$ cat config.mk
export PLATFORM = sky130hd
export DESIGN_NAME = frame_buffer_arbiter
export DESIGN_NICKNAME = d
export VERILOG_FILES = /design/src/rtl/frame_buffer_arbiter.sv
export SDC_FILE = /design/constraint.sdc
export NUM_CORES = 1
export LEC_CHECK = 0
export CORE_ASPECT_RATIO = 2
export CORE_MARGIN = 8
export CORE_UTILIZATION = 32
export DETAILED_ROUTE_END_ITERATION = 7
export GPL_ROUTABILITY_DRIVEN = 1
export PLACE_DENSITY = 0.9
export SYNTH_ARGS = -nofsm -noshare
export SYNTH_HDL_FRONTEND = slang
export SYNTH_SLANG_ARGS = --single-unit
$ cat constraint.sdc
create_clock -name clk -period 2.98 [get_ports clk]
set_input_delay 0.596 -clock clk [delete_from_list [all_inputs] [get_ports clk]]
set_output_delay 0.596 -clock clk [all_outputs]
set_load 0.02 [all_outputs]
$ cat src/rtl/frame_buffer_arbiter.sv
// Frame BRAM arbiter for the face-detection engine.
// Port 0 (imager writer) has strict priority; ports 1 (rescaler reader) and
// 2 (overlay read-modify-write) share the remaining bandwidth round-robin
// with burst locking and a burst-length cap. Read data is routed back to the
// issuing port through a tag pipeline matched to the BRAM read latency.
module frame_buffer_arbiter #(
  parameter int ADDR_W    = 17,
  parameter int DATA_W    = 12,
  parameter int RD_LAT    = 2,
  parameter int MAX_BURST = 16
) (
  input  logic                  clk,
  input  logic                  rst_n,
  input  logic [2:0]            req,
  input  logic [2:0]            we,
  input  logic [3*ADDR_W-1:0]   addr,
  input  logic [3*DATA_W-1:0]   wdata,
  output logic [2:0]            gnt,
  output logic [2:0]            rvalid,
  output logic [DATA_W-1:0]     rdata,
  output logic                  mem_en,
  output logic                  mem_we,
  output logic [ADDR_W-1:0]     mem_addr,
  output logic [DATA_W-1:0]     mem_wdata,
  input  logic [DATA_W-1:0]     mem_rdata,
  output logic                  busy
);

  typedef enum logic [1:0] {IDLE, OWN_0, OWN_1, OWN_2} state_e;

  localparam int CNT_W = (MAX_BURST > 1) ? $clog2(MAX_BURST) : 1;
  localparam logic [CNT_W-1:0] CAP = CNT_W'(MAX_BURST - 1);

  state_e            state_q, state_d;
  logic [1:0]        rr_last_q, rr_last_d;
  logic [CNT_W-1:0]  burst_cnt_q, burst_cnt_d;
  logic [2:0]        tag_q [RD_LAT];
  logic [1:0]        owner;
  logic [2:0]        rd_tag;
  logic [2:0]        ret_tag;

  // Fixed priority for port 0, then the port 1/2 tie broken against rr_last.
  function automatic state_e pick(input logic [2:0] r, input logic [1:0] last);
    if (r[0]) return OWN_0;
    if (r[1] && r[2]) return (last == 2'd2) ? OWN_1 : OWN_2;
    if (r[1]) return OWN_1;
    if (r[2]) return OWN_2;
    return IDLE;
  endfunction

  // Decode the registered owner into grant vector and port index.
  always_comb begin
    gnt   = 3'b000;
    owner = 2'd0;
    case (state_q)
      OWN_0: begin gnt = 3'b001; owner = 2'd0; end
      OWN_1: begin gnt = 3'b010; owner = 2'd1; end
      OWN_2: begin gnt = 3'b100; owner = 2'd2; end
      default: ;
    endcase
  end

  assign busy   = |gnt;
  assign mem_en = |(gnt & req);

  // Steer the owner's request onto the BRAM port; write is suppressed when idle.
  always_comb begin
    mem_we    = 1'b0;
    mem_addr  = '0;
    mem_wdata = '0;
    case (state_q)
      OWN_0: begin
        mem_we    = mem_en & we[0];
        mem_addr  = addr[0 +: ADDR_W];
        mem_wdata = wdata[0 +: DATA_W];
      end
      OWN_1: begin
        mem_we    = mem_en & we[1];
        mem_addr  = addr[ADDR_W +: ADDR_W];
        mem_wdata = wdata[DATA_W +: DATA_W];
      end
      OWN_2: begin
        mem_we    = mem_en & we[2];
        mem_addr  = addr[2*ADDR_W +: ADDR_W];
        mem_wdata = wdata[2*DATA_W +: DATA_W];
      end
      default: ;
    endcase
  end

  // Next owner: hold, release, preempt by port 0, or switch at the burst cap.
  always_comb begin
    state_d     = state_q;
    rr_last_d   = rr_last_q;
    burst_cnt_d = burst_cnt_q;
    case (state_q)
      IDLE:  state_d = pick(req, rr_last_q);
      OWN_0: if (!req[0]) state_d = pick(req, rr_last_q);
      OWN_1: begin
        if (!req[1])                                   state_d = pick(req, rr_last_q);
        else if (req[0])                               state_d = OWN_0;
        else if (req[2] && mem_en && burst_cnt_q == CAP) state_d = OWN_2;
      end
      OWN_2: begin
        if (!req[2])                                   state_d = pick(req, rr_last_q);
        else if (req[0])                               state_d = OWN_0;
        else if (req[1] && mem_en && burst_cnt_q == CAP) state_d = OWN_1;
      end
      default: state_d = IDLE;
    endcase

    if (state_d != state_q) begin
      // Any grant change starts a fresh burst.
      burst_cnt_d = '0;
      if (state_q == OWN_1) rr_last_d = 2'd1;
      if (state_q == OWN_2) rr_last_d = 2'd2;
    end else if (mem_en && burst_cnt_q != CAP) begin
      // Saturate so an unopposed burst switches on its next access once opposed.
      burst_cnt_d = burst_cnt_q + CNT_W'(1);
    end
  end

  // Arbitration state registers.
  always_ff @(posedge clk or negedge rst_n) begin
    if (!rst_n) begin
      state_q     <= IDLE;
      rr_last_q   <= 2'd2;
      burst_cnt_q <= '0;
    end else begin
      state_q     <= state_d;
      rr_last_q   <= rr_last_d;
      burst_cnt_q <= burst_cnt_d;
    end
  end

  // ---- access cycle -> read tag pipeline (RD_LAT stages) ----
  assign rd_tag = {mem_en & ~mem_we, owner};

  // Shift the read tags alongside the BRAM read latency; reset drops in-flight reads.
  always_ff @(posedge clk or negedge rst_n) begin
    if (!rst_n) begin
      for (int i = 0; i < RD_LAT; i++) tag_q[i] <= 3'b000;
    end else begin
      tag_q[0] <= rd_tag;
      for (int i = 1; i < RD_LAT; i++) tag_q[i] <= tag_q[i-1];
    end
  end

  // ---- return stage: tag lines up with mem_rdata ----
  assign ret_tag = tag_q[RD_LAT-1];
  assign rvalid  = ret_tag[2] ? (3'b001 << ret_tag[1:0]) : 3'b000;
  assign rdata   = ret_tag[2] ? mem_rdata : '0;

endmodule

After elaboration in Yosys (flattened, before gate mapping) --
Index checks and enable logic that the tools add are counted.
Word-level totals: memory bits (writable) 0, word-level logic and storage cells 132, register bits after elaboration 14, latch bits 0, memories 0, memory bits (read-only) 0
Operators by class: add/sub/neg operators 1, reduce and logical (&&, ||, !) cells 12, eq/ne operators 7, divide/modulo/power cells 0, shift operators 1, magnitude comparators 0, bitwise gates (word level) 6, multipliers 0, muxes and demuxes 100
Operator list (number):
- two-way mux 2 bit | 33
- two-way mux 1 bit | 57
- case mux 17 bit (3 select lines) | 1
- case mux 12 bit (3 select lines) | 1
- two-way mux 12 bit | 1
- case mux 3 bit (3 select lines) | 1
- two-way mux 4 bit | 2
- case mux 2 bit (4 select lines) | 1
- equality test 2 bit, second input constant | 3
- logical AND 1 bit | 6
- OR reduction 3 bit | 2
- adder 4 x 1 -> 4 bit, second input constant | 1
- AND 1 bit | 4
- equality test 4 bit, second input constant | 1
- != test 4 bit, second input constant | 1
- case mux 2 bit (2 select lines) | 1
- nonzero test 2 bit | 2
- AND 3 bit | 1
- two-way mux 3 bit | 1
- case mux 1 bit (3 select lines) | 1
- left shift 1 x 2 -> 3 bit, first input constant | 1
- equality test 2 x 1 -> 1 bit, second input constant | 1
- logical NOT 2 bit | 1
- != test 2 bit | 1
- other kinds (2) | 2

Longest topological paths before layout --
word-level depth 23, mapped depth 6

Worst setup path before layout --
No wires, ideal clock.
path type input port to output port, start input req[2], end output mem_we, arrival 1.413 ns, path slack 0.971 ns, stages on the path 4, buffers on the path 1, required time 2.384 ns, cell sequence buf_6 mux2i_1 mux2_4 nor2_1
Between the ends: longest elaborated chain between the ends 4, elaborated cells between the ends (all ways) 6, classes of those cells mux (1); bitwise (4); reduce/logical (1)
RTL lines:
- start: declaration | RTL line 14 | input logic [2:0] req,
- AND 3 bit * | RTL line 64 | assign mem_en = |(gnt & req);
- OR reduction 3 bit * | RTL line 64
- AND 1 bit, on equally long branches | RTL line 83, 73, 78
- case mux 1 bit (3 select lines) * | RTL line 71 | case (state_q)
- end: declaration | RTL line 22 | output logic mem_we,
Every way passes the cells marked *; elsewhere a longest branch is shown, timed or not.

Worst setup path in the final report --
start input req[2], end output mem_en
Between the ends: longest elaborated chain between the ends 2
RTL lines:
- AND 3 bit | RTL line 64
- OR reduction 3 bit | RTL line 64
- end: declaration | RTL line 21 | output logic mem_en,
No other way between the ends.

==> flow_summary.yaml <==
min_path:
  hold_end: "ret_tag[1]$_DFF_PN0_"
  whs_path_depth: 0
  hold_path_class: "flip-flop to flip-flop"
  holdCritStartpoint: "tag_q[4]$_DFF_PN0_"
floorplan:
  core-area_mm2: 0.00460
  die_h_um: 113
  die_w_um: 64.7
  initial_core_util_pct: 33.1
  die_area_mm2: 0.00735
  rows: 35
  io_pins: 157
sta:
  worst_slew_pin_slew_ns: 0.594
  setup-violations-final: 0
  min_period_ns: 2.83
  tns_ns: 0
  rsz0062_at_grt: "no"
  period_share_pct: 95.0
  hold_viol: 0
  drv_slew: 0
  clock.fmax_mhz: 353
  skew_ns: 0.00242
  max-slew-margin-rel_pct: 60.3
power:
  p_total_uw: 998
  peakVddDrop_mv: 0.225
  p_per_area_mw_per_mm2: 312
  p_leak_uw: 0.00137
global_routing:
  grt_max_degree: 32
  grt_use_total_pct: 18.0
  first_global_vias: 2251
  grt_antenna_before_repair: 0
  grt_overflow: 0
  grt_pass1_wl_um: 10700
detailed_routing:
  routed_via_density: 5.06
  route.antenna.remaining_nets: 0
  drt_iter0_markers: 96
  drc: 0
  first_pass_iters: 4
  num_vias: 2002
  drt_wl_total_um: 6850
  routedWlPerCell_um: 17.3
run_status:
  status: "complete, no violations"
clocking:
  cts_tree: "built"
  post_cts_buffers: 0
  post_cts_resized: 0
  clk_latency_ns: 0.24
  numCtsBuffers: 3
  ctsHoldBuffers: 0
  htree_levels: 1
  clkTransAtPathRegs_ns: 0.05
  clk_path_buf_depth: 2
  cts.sinks: 14
  cts-root-buf: "clkbuf_8"
finish:
  antenna_cells: 0
  fill_cells: 348
  finalInstanceArea_mm2: 0.00319
  drive_gt1_share_pct: 8.50
  layout_commonest_cell: "clkdlybuf4s50_1"
  syn_to_final_growth_pct: 110
  finalNetCount: 450
  layout_common_cells: "clkdlybuf4s50_1 (156), nand2_1 (34), mux2i_1 (31)"
  layout.cells.non_filler: 396
placement:
  dpl.cell_count: 392
  dp_hpwl_um: 5910
  port_buffers: 156
  globalplace.congestion: 0.837
  place_area_mm2: 0.00315
yosys:
  yosysTopAreaCell: "dfrtp_1"
  postSynthAreaPerCell_um2: 8.09
  synth_top_area_share_pct: 21.4
  synth.top_cells.by_area: "dfrtp_1 (21%), mux2i_1 (20%), o21ai_1 (9.5%)"
  syn_inst: 188
  yosysWarnings: 0
  seq_area_frac_synth_pct: 23.1
  synth-async-reset-ratio_pct: 100
  ys_ff_latch: 14
  synth_flop_cell: "dfrtp_1"
  syn-num-nets: 296
  synth_area_mm2: 0.00152
  ys_types: 41
  synth_edf_count: 0
worst_setup_path:
  r2r_setup_slack_ns: 1.10
  end_kind: "output pin"
  path_class: "primary input to output pin"
  worstPathRequired_ns: 2.38
  rr_startpoint: "state_q[1]$_DFF_PN0_"
  r2r_cells: 5
  startpoint_type: "primary input"
  cp_max_fo: 4
  arrival_ns: 2.24
  worst_r2r_endpoint: "burst_cnt_q[3]$_DFFE_PN0P_"
run:
  cap_violations: 0
[critical path, cell delays in order]
cell and delay, ns:
clkdlybuf4s50_1 0.49, mux2i_1 0.11, mux2_4 0.31, inv_1 0.12
clkdlybuf4s50_1 0.62
[how the worst max path moves through the flow]
stage	depth (start not counted)	slack [ns]	start	endpoint
6_report	5	0.15	req[2]	mem_en
5_1_grt	4	0.02	state_q[1]$_DFF_PN0_	gnt[2]
4_1_cts	4	0.12	state_q[1]$_DFF_PN0_	gnt[2]
3_5_place_dp	5	0.17	req[2]	mem_en
3_3_place_gp	5	0.20	req[1]	mem_en
2_1_floorplan	4	0.97	req[2]	mem_we
[synth_stat cells, types with 2 or more instances]
master    count
inv_2         2
nor2_2        2
dfrtp_1      13
clkbuf_1      4
inv_1         3
nand2_1      34
mux2i_1      31
a221oi_2      2
nor2_1        6
a21oi_1       4
o21ai_1      29
nand3_1       3
nor3_1        4
o21ai_0       2
and2_1       14
buf_2         9
nand3b_1      2
[metrics by stage]
stage / worst slack (ns) / util, % / hold slack (ns)
floorplan: 0.971 / - / 0.300
global placement: 0.196 / 68.5 / 0.333
detailed placement: 0.165 / 68.5 / 0.336
CTS: 0.124 / 69.4 / 0.349
global route: 0.0244 / 69.4 / 0.353
finish: 0.148 / 69.4 / 0.347
[routing by layer]
| layer | vias to the layer above | part of all wire, % | track usage, % |
|---|---|---|---|
| li1 | 968 | - | - |
| met1 | 908 | 35 | 17.5 |
| met2 | 111 | 54 | 33.8 |
| met3 | 15 | 8.6 | 5.69 |
| met4 | 0 | 2.1 | 6.45 |
| met5 | - | 0 | 0 |
[flip-flops by register name (all words and copies together) (netlist names)]
| name | cells |
|---|---|
| state_q | 2 |
| burst_cnt_q | 4 |
| tag_q | 3 |
| ret_tag | 3 |
| rr_last_q | 2 |
[layout make-up]
type	instances	area, um^2	area share [%]
timing repair buffer	164	1630	51.2
inverter	5	18.8	0.588
clock buffer	4	45.0	1.41
multi-input combinational	154	1070	33.6
sequential	14	353	11.1
tap	55	68.8	2.16
[power by group]
group	internal (uW)	switching, uW	total [uW]
Combinational	337	273	610
Clock	94.3	59.6	154
Sequential	211	22.3	234
Total	643	355	998
[cell families after synthesis]
group	count (synthesis)	share of synthesized area, %
DFF	14	23.1
xor gates and xnor gates	1	0.576
buffers and inverters	20	6.42
muxes	34	22.9
adders and majority gates	1	0.823
and+or+nand+nor	71	23.5
AOI/OAI and AO/OA	47	22.7
(Power assumes the default switching activity.)
==> variant, RTL diff (same settings) <==
Re-encode `state_e` (4 states) as one-hot, 4 bits wide.
--- a/src/rtl/frame_buffer_arbiter.sv
+++ b/src/rtl/frame_buffer_arbiter.sv
@@ -27,5 +27,5 @@
 );
 
-  typedef enum logic [1:0] {IDLE, OWN_0, OWN_1, OWN_2} state_e;
+  typedef enum logic [3:0] {IDLE = 4'b0001, OWN_0 = 4'b0010, OWN_1 = 4'b0100, OWN_2 = 4'b1000} state_e;
 
   localparam int CNT_W = (MAX_BURST > 1) ? $clog2(MAX_BURST) : 1;
Formal check against the unedited RTL: same outputs for any inputs over 10 cycles, from zero or initial values and one cycle with rst_n low; not proved beyond that.
==> variant against the original RTL <==
- final cell count decreased by 0.51%
- area after synthesis decreased by 0.91%
- first-iteration DRC count rose by 64%
- die area decreased by 0.73%
- setup slack got worse by 0.028 ns
- sequential share of layout area is 1.3 points higher
- largest cell class unchanged
- critical endpoint is now mem_addr[10]
- wire length increased by 11%
- design area increased by 2.5%
- sequential cell count is 2 higher
Power is not compared: it rests on default switching activity, and its combinational part moved more than twofold at a synthesized area within 25%.
==> variant: results (changes against the original RTL) <==
----------------------------------------------------
[Run status]
  Result of the run ... finished clean

[Placed design]
  Dpl hpwl ... 6500 µm (+10%)
  Pre-CTS setup slack ... -0.00104 ns (-0.167 ns)
  Cell area after placement ... 3180 µm² (+1.0%)

[Min path]
  Startpoint of the worst hold path ... tag_q[3]$_DFF_PN0_
  Hold worst-path end ... ret_tag[0]$_DFF_PN0_

[Logic synthesis]
  Leading cell types by count after synthesis ... sky130_fd_sc_hd__inv_1, sky130_fd_sc_hd__a222oi_1, sky130_fd_sc_hd__and2_1, sky130_fd_sc_hd__dfrtp_1, sky130_fd_sc_hd__clkbuf_1
  Post-Syn Nets ... 291 (-1.7%)
  Register area share after synthesis ... 26.7% (+3.6 points)
  Synth Area in XOR/XNOR ... 2.99% (+2.4 points)
  Cells taking the most area after synthesis ... sky130_fd_sc_hd__dfrtp_1, sky130_fd_sc_hd__a222oi_1, sky130_fd_sc_hd__inv_1
  Distinct cell type count of the synthesized netlist ... 44 (+7.3%)
  Synthesized netlist cell count ... 183 (-2.7%)
  Multiplexer area fraction after synthesis ... 1.99% (-21 points)

[Cells and area]
  Filler-free cell count of the finished design ... 394 (-0.51%)
  Antenna diode count ... 0 (unchanged)
  Number of nets in the finished design ... 448 (-0.44%)

[Critical path]
  Data arrival time of the worst path ... 2.26 ns (+0.02 ns)
  Beginning of the worst register-to-register path ... state_q[0]$_DFF_PN1_
  Slowest stage delay, CP ... 0.55 ns (-0.07 ns)
  Terminus of the critical flop-to-flop path ... burst_cnt_q[2]$_DFFE_PN0P_
  Worst R2R Path Depth ... 7 (+2)
  Largest fanout of any net on the critical path ... 20 (+16)
  CP Launch Point ... state_q[3]$_DFF_PN0_
  Worst setup slack for register-to-register paths ... 0.76 ns (-0.34 ns)
  End point of the critical path ... mem_addr[10]
  Library cell contributing the largest single delay on the critical path ... sky130_fd_sc_hd__clkdlybuf4s50_1

[Drt]
  Number of detailed-routing iterations run before antenna repair ... 8 (+4)
  Number of DRC violations after detailed-routing iteration 0 ... 157 (+64%)
  Detail-routed via count per cell ... 5.50 (+8.8%)
  Routed wire per std cell ... 19.3 µm (+12%)

[GRT]
  Global router's overall resource usage ... 20.1% (+2.0 points)
  Via count of the first global-routing pass ... 2390 (+6.2%)
  First-pass GRT wire length ... 11800 µm (+10%)

[STA]
  Worst hold slack ... 0.357 ns (+0.00990 ns)
  Max transition margin ... 53.4% (-6.9 points)
  Largest clock skew in the final design ... 0.00298 ns (+0.000561 ns)

[Clock tree]
  Buffer depth of the longest clock path ... 2 (unchanged)

----------------------------------------------------
## variant: changes by cell type in the layout (fill, tap and decap cells not counted), sizes merged, moves of 4 or more
cell and delta:
buf +4, clkdlybuf4s50 -13, nand2 -25, mux2i -28
inv +31, o21ai -26, dlymetal6s2s +12, a222oi +30
## variant: repair_timing
| action | CTS | global route |
|---|---|---|
| gates resized for setup | 3 | 14 |
| endpoints found under the setup margin | 20 | 19 |
| hold buffers | 0 | 0 |
| gates cloned | 0 | 0 |
## variant: layer usage
metal	wire, µm	GRT usage [%]
met1	2370	17.9
met2	4120	37.2
met5	0	0
met4	218	9.24
met3	899	8.11
## variant: worst reg2reg max path, stage by stage, from the launching register on
cell and delay, ns:
sky130_fd_sc_hd__dfstp_2 0.54, sky130_fd_sc_hd__buf_4 0.18, sky130_fd_sc_hd__xor2_4 0.23, sky130_fd_sc_hd__o211ai_1 0.14
sky130_fd_sc_hd__a211o_1 0.34, sky130_fd_sc_hd__o211a_1 0.23, sky130_fd_sc_hd__o221a_2 0.28, sky130_fd_sc_hd__nor3b_2 0.16
## variant: cell type report
class / count / area, µm² / share of cell area (%)
Clock buffer: 4 / 55.1 / 1.68
Multi-Input combinational cell: 115 / 900 / 27.5
Timing Repair Buffer: 168 / 1710 / 52.1
Tap cell: 55 / 68.8 / 2.10
Inverter: 36 / 140 / 4.28
Sequential cell: 16 / 404 / 12.3
## variant: power by group through the flow
stage          Combinational, mW  Clock [mW]  Sequential [mW]
3_5_place_dp                1.28           0            0.326
2_1_floorplan              0.717           0            0.297
5_1_grt                     1.37       0.197            0.331
4_1_cts                     1.29       0.188            0.322
3_3_place_gp                1.26           0            0.321
6_report                    1.28       0.189            0.323
